## config.mk

```make
export PLATFORM = sky130hd
export DESIGN_NAME = avmm_uart_framer
export DESIGN_NICKNAME = d
export VERILOG_FILES = /design/src/rtl/uart_link_pkg.sv /design/src/rtl/avmm_uart_framer.sv
export SDC_FILE = /design/constraint.sdc
export NUM_CORES = 1
export LEC_CHECK = 0
export BUFFER_PORTS_ARGS = -buffer_cell sky130_fd_sc_hd__clkbuf_2
export CAP_MARGIN = 20
export CORE_AREA = 2 2 100 102
export DETAILED_ROUTE_END_ITERATION = 6
export DIE_AREA = 0 0 102 104
export HOLD_SLACK_MARGIN = 0.02
export PLACE_DENSITY = 0.73
export SLEW_MARGIN = 20
export SYNTH_ARGS = -nofsm -noshare
export SYNTH_HDL_FRONTEND = slang
export SYNTH_SLANG_ARGS = --single-unit
```

## constraint.sdc

```tcl
create_clock -name clk -period 3.1 [get_ports clk]
set_input_delay 0.31 -clock clk [delete_from_list [all_inputs] [get_ports clk]]
set_output_delay 0.31 -clock clk [all_outputs]
set_load 0.02 [all_outputs]
```

## src/rtl/uart_link_pkg.sv

```systemverilog
// Shared definitions for both ends of the UART link: frame constants,
// framer state encoding and the CRC-8 byte update.
package uart_link_pkg;

    localparam logic [7:0] SOF_BYTE = 8'hFF;
    localparam logic [7:0] CRC_POLY = 8'h07;
    localparam logic [7:0] CRC_INIT = 8'h00;

    // Frame byte positions, in transmission order.
    typedef enum logic [3:0] {
        ST_IDLE = 4'd0,
        ST_SOF  = 4'd1,
        ST_A0   = 4'd2,
        ST_A1   = 4'd3,
        ST_A2   = 4'd4,
        ST_A3   = 4'd5,
        ST_D0   = 4'd6,
        ST_D1   = 4'd7,
        ST_D2   = 4'd8,
        ST_D3   = 4'd9,
        ST_CRC  = 4'd10
    } state_e;

    // CRC-8 (MSB-first, no reflection, no final XOR): fold one byte in,
    // one bit per step.
    function automatic logic [7:0] crc8_next(input logic [7:0] crc,
                                             input logic [7:0] data_byte);
        logic [7:0] c;
        c = crc ^ data_byte;
        for (int i = 0; i < 8; i++) begin
            if (c[7]) begin
                c = {c[6:0], 1'b0} ^ CRC_POLY;
            end else begin
                c = {c[6:0], 1'b0};
            end
        end
        return c;
    endfunction

endpackage

```

## src/rtl/avmm_uart_framer.sv

```systemverilog
// Avalon-MM write slave that turns each accepted write into a 10-byte link
// frame (SOF, 4 address bytes, 4 data bytes, CRC) on an Avalon-ST byte stream.
// A downstream stall lasting STALL_LIMIT cycles abandons the frame.
module avmm_uart_framer
    import uart_link_pkg::*;
#(
    parameter int unsigned STALL_LIMIT = 50_000_000
) (
    input  logic        clk,
    input  logic        reset,
    input  logic        avms_write,
    input  logic [31:0] avms_address,
    input  logic [31:0] avms_writedata,
    output logic        avms_waitrequest,
    output logic [7:0]  avso_data,
    output logic        avso_valid,
    input  logic        avso_ready,
    output logic        tx_busy,
    output logic        tx_abort
);

    localparam int CNT_W = $clog2(STALL_LIMIT + 1);
    // Last stalled count before the abort; the next stalled edge is the limit.
    localparam logic [CNT_W-1:0] STALL_LAST = CNT_W'(STALL_LIMIT - 1);

    state_e           state_q, state_d;
    logic [31:0]      addr_q, addr_d;
    logic [31:0]      data_q, data_d;
    logic [7:0]       crc_q, crc_d;
    logic [CNT_W-1:0] stall_cnt_q, stall_cnt_d;
    logic             abort_q, abort_d;

    // Outputs are decoded from registers only; reset gates waitrequest directly.
    assign avms_waitrequest = reset || (state_q != ST_IDLE);
    assign avso_valid       = (state_q != ST_IDLE);
    assign tx_busy          = (state_q != ST_IDLE);
    assign tx_abort         = abort_q;

    // Select the byte presented for the current frame position.
    always_comb begin
        avso_data = 8'h00;
        case (state_q)
            ST_SOF:  avso_data = SOF_BYTE;
            ST_A0:   avso_data = addr_q[7:0];
            ST_A1:   avso_data = addr_q[15:8];
            ST_A2:   avso_data = addr_q[23:16];
            ST_A3:   avso_data = addr_q[31:24];
            ST_D0:   avso_data = data_q[7:0];
            ST_D1:   avso_data = data_q[15:8];
            ST_D2:   avso_data = data_q[23:16];
            ST_D3:   avso_data = data_q[31:24];
            ST_CRC:  avso_data = crc_q;
            default: avso_data = 8'h00;
        endcase
    end

    // Next-state: accept in IDLE, advance on handshake, count stalls toward abort.
    always_comb begin
        state_d     = state_q;
        addr_d      = addr_q;
        data_d      = data_q;
        crc_d       = crc_q;
        stall_cnt_d = stall_cnt_q;
        abort_d     = 1'b0;
        if (state_q == ST_IDLE) begin
            stall_cnt_d = '0;
            if (avms_write) begin
                addr_d  = avms_address;
                data_d  = avms_writedata;
                crc_d   = CRC_INIT;
                state_d = ST_SOF;
            end
        end else if (avso_ready) begin
            // A handshake always wins over a stall reaching its limit.
            stall_cnt_d = '0;
            if (state_q >= ST_A0 && state_q <= ST_D3) begin
                crc_d = crc8_next(crc_q, avso_data);
            end
            if (state_q == ST_CRC) begin
                state_d = ST_IDLE;
            end else begin
                state_d = state_e'(state_q + 4'd1);
            end
        end else if (stall_cnt_q == STALL_LAST) begin
            state_d     = ST_IDLE;
            abort_d     = 1'b1;
            stall_cnt_d = '0;
        end else begin
            stall_cnt_d = stall_cnt_q + CNT_W'(1);
        end
    end

    // Control state with synchronous reset.
    always_ff @(posedge clk) begin
        if (reset) begin
            state_q     <= ST_IDLE;
            crc_q       <= CRC_INIT;
            stall_cnt_q <= '0;
            abort_q     <= 1'b0;
        end else begin
            state_q     <= state_d;
            crc_q       <= crc_d;
            stall_cnt_q <= stall_cnt_d;
            abort_q     <= abort_d;
        end
    end

    // Captured address/data need no reset; they are only read mid-frame.
    always_ff @(posedge clk) begin
        addr_q <= addr_d;
        data_q <= data_d;
    end

endmodule

```

==> results.md <==
Synth:
- The commonest cells after synthesis are sky130_fd_sc_hd__edfxtp_1, sky130_fd_sc_hd__dfxtp_1, sky130_fd_sc_hd__nor2_1.
- The fraction of the mapped netlist area in compound gates is 0.122.
- Counting flops and latches in the post-synthesis netlist gives 103.
- After synthesis, the cell types taking the most area are sky130_fd_sc_hd__edfxtp_1, sky130_fd_sc_hd__dfxtp_1, sky130_fd_sc_hd__xor2_1.
- In the post-synthesis netlist, the cell with the most instances is sky130_fd_sc_hd__edfxtp_1.
- For this run, the number of Yosys warnings is 0.
- In the synthesized netlist the dominant register cell turns out to be sky130_fd_sc_hd__edfxtp_1.
- The synthesized-area fraction occupied by xor and xnor cells is 0.0861.
- The synthesized instance count is 387.
- The mapped cell area is 4610 µm².
- The mux contribution to synthesized area is 0.0242.
- The share of synthesized area in the top cell type comes to 0.417.
- The sequential fraction of the synthesis area is 0.586.
- By area, the combinational part of the netlist is dominated by simple AND/OR/NAND/NOR gates.
- A synthesized cell averages 11.9 µm².
- The adder and majority gate portion of the synthesized area is 0.00272.
- Synthesis instantiated 58 different standard cells from the library.
- The largest area contributor in the synthesized netlist is sky130_fd_sc_hd__edfxtp_1.
- For this run, asynchronously set or reset flops after synthesis account for 0.
- Counting every net in the synthesized netlist gives 456.
- The number of enable-type register cells in the synthesized netlist is 64.
- Of the total synthesized cell area, the portion taken by AND, OR, NAND and NOR gates is 0.153.

Timing:
- The final max-slew violation count is 0.
- For the finished layout, the period the worst path requires is 2.92 ns.
- The worst setup skew after layout is 0.0137 ns.
- The number of hold-slack violations in the final timing report is 0.
- The relative slew slack is 0.626.
- Setup violations remaining at the end of the flow were counted as 0.
- In the finished design, the share of the clock period the worst path needs comes to 0.943.
- Setup repair after global routing left no endpoint under its margin.
- The minimum setup slack in the final design is 0.177 ns.
- The slew at the pin closest to its max-slew limit is 0.560 ns.
- The setup TNS after final layout is 0 ns.
- The fmax is 342 MHz.

Setup path:
- At the worst endpoint, the required time is 3.38 ns.
- At the worst endpoint, the arrival time is 3.21 ns.
- The startpoint type of the worst setup path is a register.
- Measured in cells, the most critical reg-to-reg path has a length of 9.
- The kind of critical path is reg2reg.
- The kind of capture point of the worst setup path is a register.
- Along the worst path, the maximum fanout reaches 15.

Worst hold path:
- Along the worst hold path, the cell count comes to 1.
- The classification of the worst-slack hold path is in2reg.

Power and ir drop:
- The leakage power is 2.02 nW.
- After layout, the design draws a total of 3.27 mW.
- The switching power is 0.975 mW.
- Cell internal power was estimated by the tool at 2.30 mW.
- The part of the total power dissipated in sequential elements is 0.509.
- The ratio of total power to cell area is 608 nW/µm².
- Of the total power, the share spent switching nets is 0.298.
- The highest ir drop seen on vdd is 0.000243 V.
- Of the total power, combinational logic draws 0.225.
- The clock network fraction of design power is 0.266.

Route:
- The routed layout has 3334 vias.
- The number of vias per cell after detailed routing is 5.47.
- The remaining antenna violation count is 0.
- The detailed router finished its first iteration with 233 violations.
- The number of search-and-repair iterations in the first detailed-routing pass is 5.
- After detailed routing, the number of remaining DRC violations is 0.
- After detailed routing, the average wire length per cell comes to 17.1 µm.
- For this block, the routed nets add up to 10.4 mm of wire.

Global route:
- The first global-routing pass estimated 16.4 mm of wire.
- In the global route stage, overall resource usage came out at 0.202.
- The final global-route overflow total is 0.
- The number of antenna violations at the first check in global routing is 0.
- Entering global routing, the biggest net connects 54 pins.
- The via count of the first global-routing pass is 3222.

Layout:
- The number of inserted diodes is 0.
- The number of fill cells is 835.
- The layout-stage area growth over the synthesis result is 16.8%.
- Of the cells placed in the final design, the portion with a size suffix greater than 1 is 0.265.
- After routing the design area is 5380 µm².
- The number of nets in the layout is 540.
- Leaving out filler cells and counting taps, the final layout contains 609.

CTS:
- CTS built an H-tree with a depth of 3.
- The latest clock arrival within the worst-skew pair is 0.38 ns.
- Counting the buffers created by CTS gives 9.
- The worst-case clock buffer depth is 2.
- The master cell of the clock root buffer is sky130_fd_sc_hd__clkbuf_8.
- Clock-pin slew was measured on the worst setup and hold paths at 0.11 ns.
- Counting every sink on the clock net gives 103.
- TritonCTS built the clock tree.
- Post-CTS timing repair inserted 0 buffers for setup.

Placement:
- The worst-case setup slack after placement is 0.146 ns.
- The count of input and output buffers is 79.
- The placed instance count is 593.
- At the end of routability-driven placement, the weighted congestion stood at 0.935.
- The total placed instance area is 5170 µm².
- The HPWL after detailed placement is 7.64 mm.

Floorplanning:
- The number of placed I/O pins is 80.
- The region available for standard cell placement spans 9550 µm².
- In this run the vertical extent of the chip is 104 µm.
- The die footprint is 10600 µm².
- Measured along the x axis, the die boundary spans 102 µm.
- The initial core utilization is 0.483.
- The number of core rows is 36.

Run status:
- The run finished with clean final reports.

Flow run:
- Max-cap violations in this run came to 0.
## state kept, by name, indices dropped and copies added, names as in the netlist
name and count:
stall_cnt_q 26, tx_abort 1, data_q 32, crc_q 8, state_q 4, addr_q 32
## through the flow
stage	util	hold WS [ns]
after floorplan	-	0.409
after global placement	0.542	0.440
after detailed placement	0.542	0.456
after CTS	0.563	0.0918
after global routing	0.563	0.0783
final	0.563	0.0927
## worst paths after layout
| path | slack, ns | to | from |
|---|---|---|---|
| max | 0.18 | crc_q[2] | state_q[0] |
| min | 0.09 | addr_q[13] | avms_address[13] |
| max reg2reg | 0.18 | crc_q[2] | state_q[0] |
| min reg2reg | 0.48 | stall_cnt_q[0] | stall_cnt_q[0] |
## cell families after synthesis
| kind of cell | count (synthesis) |
|---|---|
| AO/OA/AOI/OAI | 76 |
| multiplexers | 10 |
| AND/OR/NAND/NOR | 132 |
| flip-flops | 103 |
| adder cells (fa/ha/maj) | 1 |
| XOR/XNOR | 41 |
| buffers and inverters | 24 |
## area by class of cell
cell class              instances  area [µm²]  area share
clock buffers                   9         124      0.0230
clock inverters                 7        81.3      0.0151
inverters                       7        26.3     0.00488
well taps                     133         166      0.0309
repair buffers                 90         490      0.0912
multi-input cells             260        1790       0.332
flip-flops and latches        103        2710       0.503
## layout by cell type, fill, tap and decap left out, types with 10 or more instances in the layout
| cell | count |
|---|---|
| sky130_fd_sc_hd__a21oi_1 | 12 |
| sky130_fd_sc_hd__a22o_1 | 10 |
| sky130_fd_sc_hd__a32oi_1 | 10 |
| sky130_fd_sc_hd__buf_4 | 10 |
| sky130_fd_sc_hd__clkbuf_2 | 79 |
| sky130_fd_sc_hd__dfxtp_1 | 37 |
| sky130_fd_sc_hd__edfxtp_1 | 64 |
| sky130_fd_sc_hd__nand2_1 | 21 |
| sky130_fd_sc_hd__nand3_1 | 15 |
| sky130_fd_sc_hd__nor2_1 | 39 |
| sky130_fd_sc_hd__nor2b_1 | 11 |
| sky130_fd_sc_hd__o21ai_0 | 11 |
| sky130_fd_sc_hd__xnor2_1 | 13 |
| sky130_fd_sc_hd__xor2_1 | 25 |
## timing repair
action	in CTS	in global routing
endpoints found under the setup margin	0	2
gates resized for setup	0	2
hold buffers	0	0
## power groups by stage
stage	Clock [mW]	Sequential, mW	Combinational [mW]
detailed placement	0	1.69	0.734
global route	0.936	1.68	0.797
CTS	0.887	1.67	0.737
floorplan	0	1.66	0.555
global placement	0	1.70	0.718
finish	0.869	1.67	0.738
## worst max-delay path: stages, from the launching register on
cell and delay, ns:
sky130_fd_sc_hd__dfxtp_1 0.68, sky130_fd_sc_hd__and2b_1 0.42, sky130_fd_sc_hd__a32oi_1 0.17, sky130_fd_sc_hd__o22ai_1 0.22
sky130_fd_sc_hd__a311o_1 0.25, sky130_fd_sc_hd__xor2_1 0.26, sky130_fd_sc_hd__xor3_1 0.30, sky130_fd_sc_hd__xor2_1 0.22
sky130_fd_sc_hd__o22ai_1 0.10, sky130_fd_sc_hd__a22o_1 0.20
## per-layer routing
| metal | vias up | track usage | routed length [µm] |
|---|---|---|---|
| li1 | 1597 | - | - |
| met1 | 1602 | 0.285 | 4650 |
| met2 | 118 | 0.304 | 4840 |
| met4 | 0 | 0.0714 | 243 |
| met5 | - | 0 | 0 |
| met3 | 17 | 0.0497 | 677 |
(Power assumes the default switching activity.)
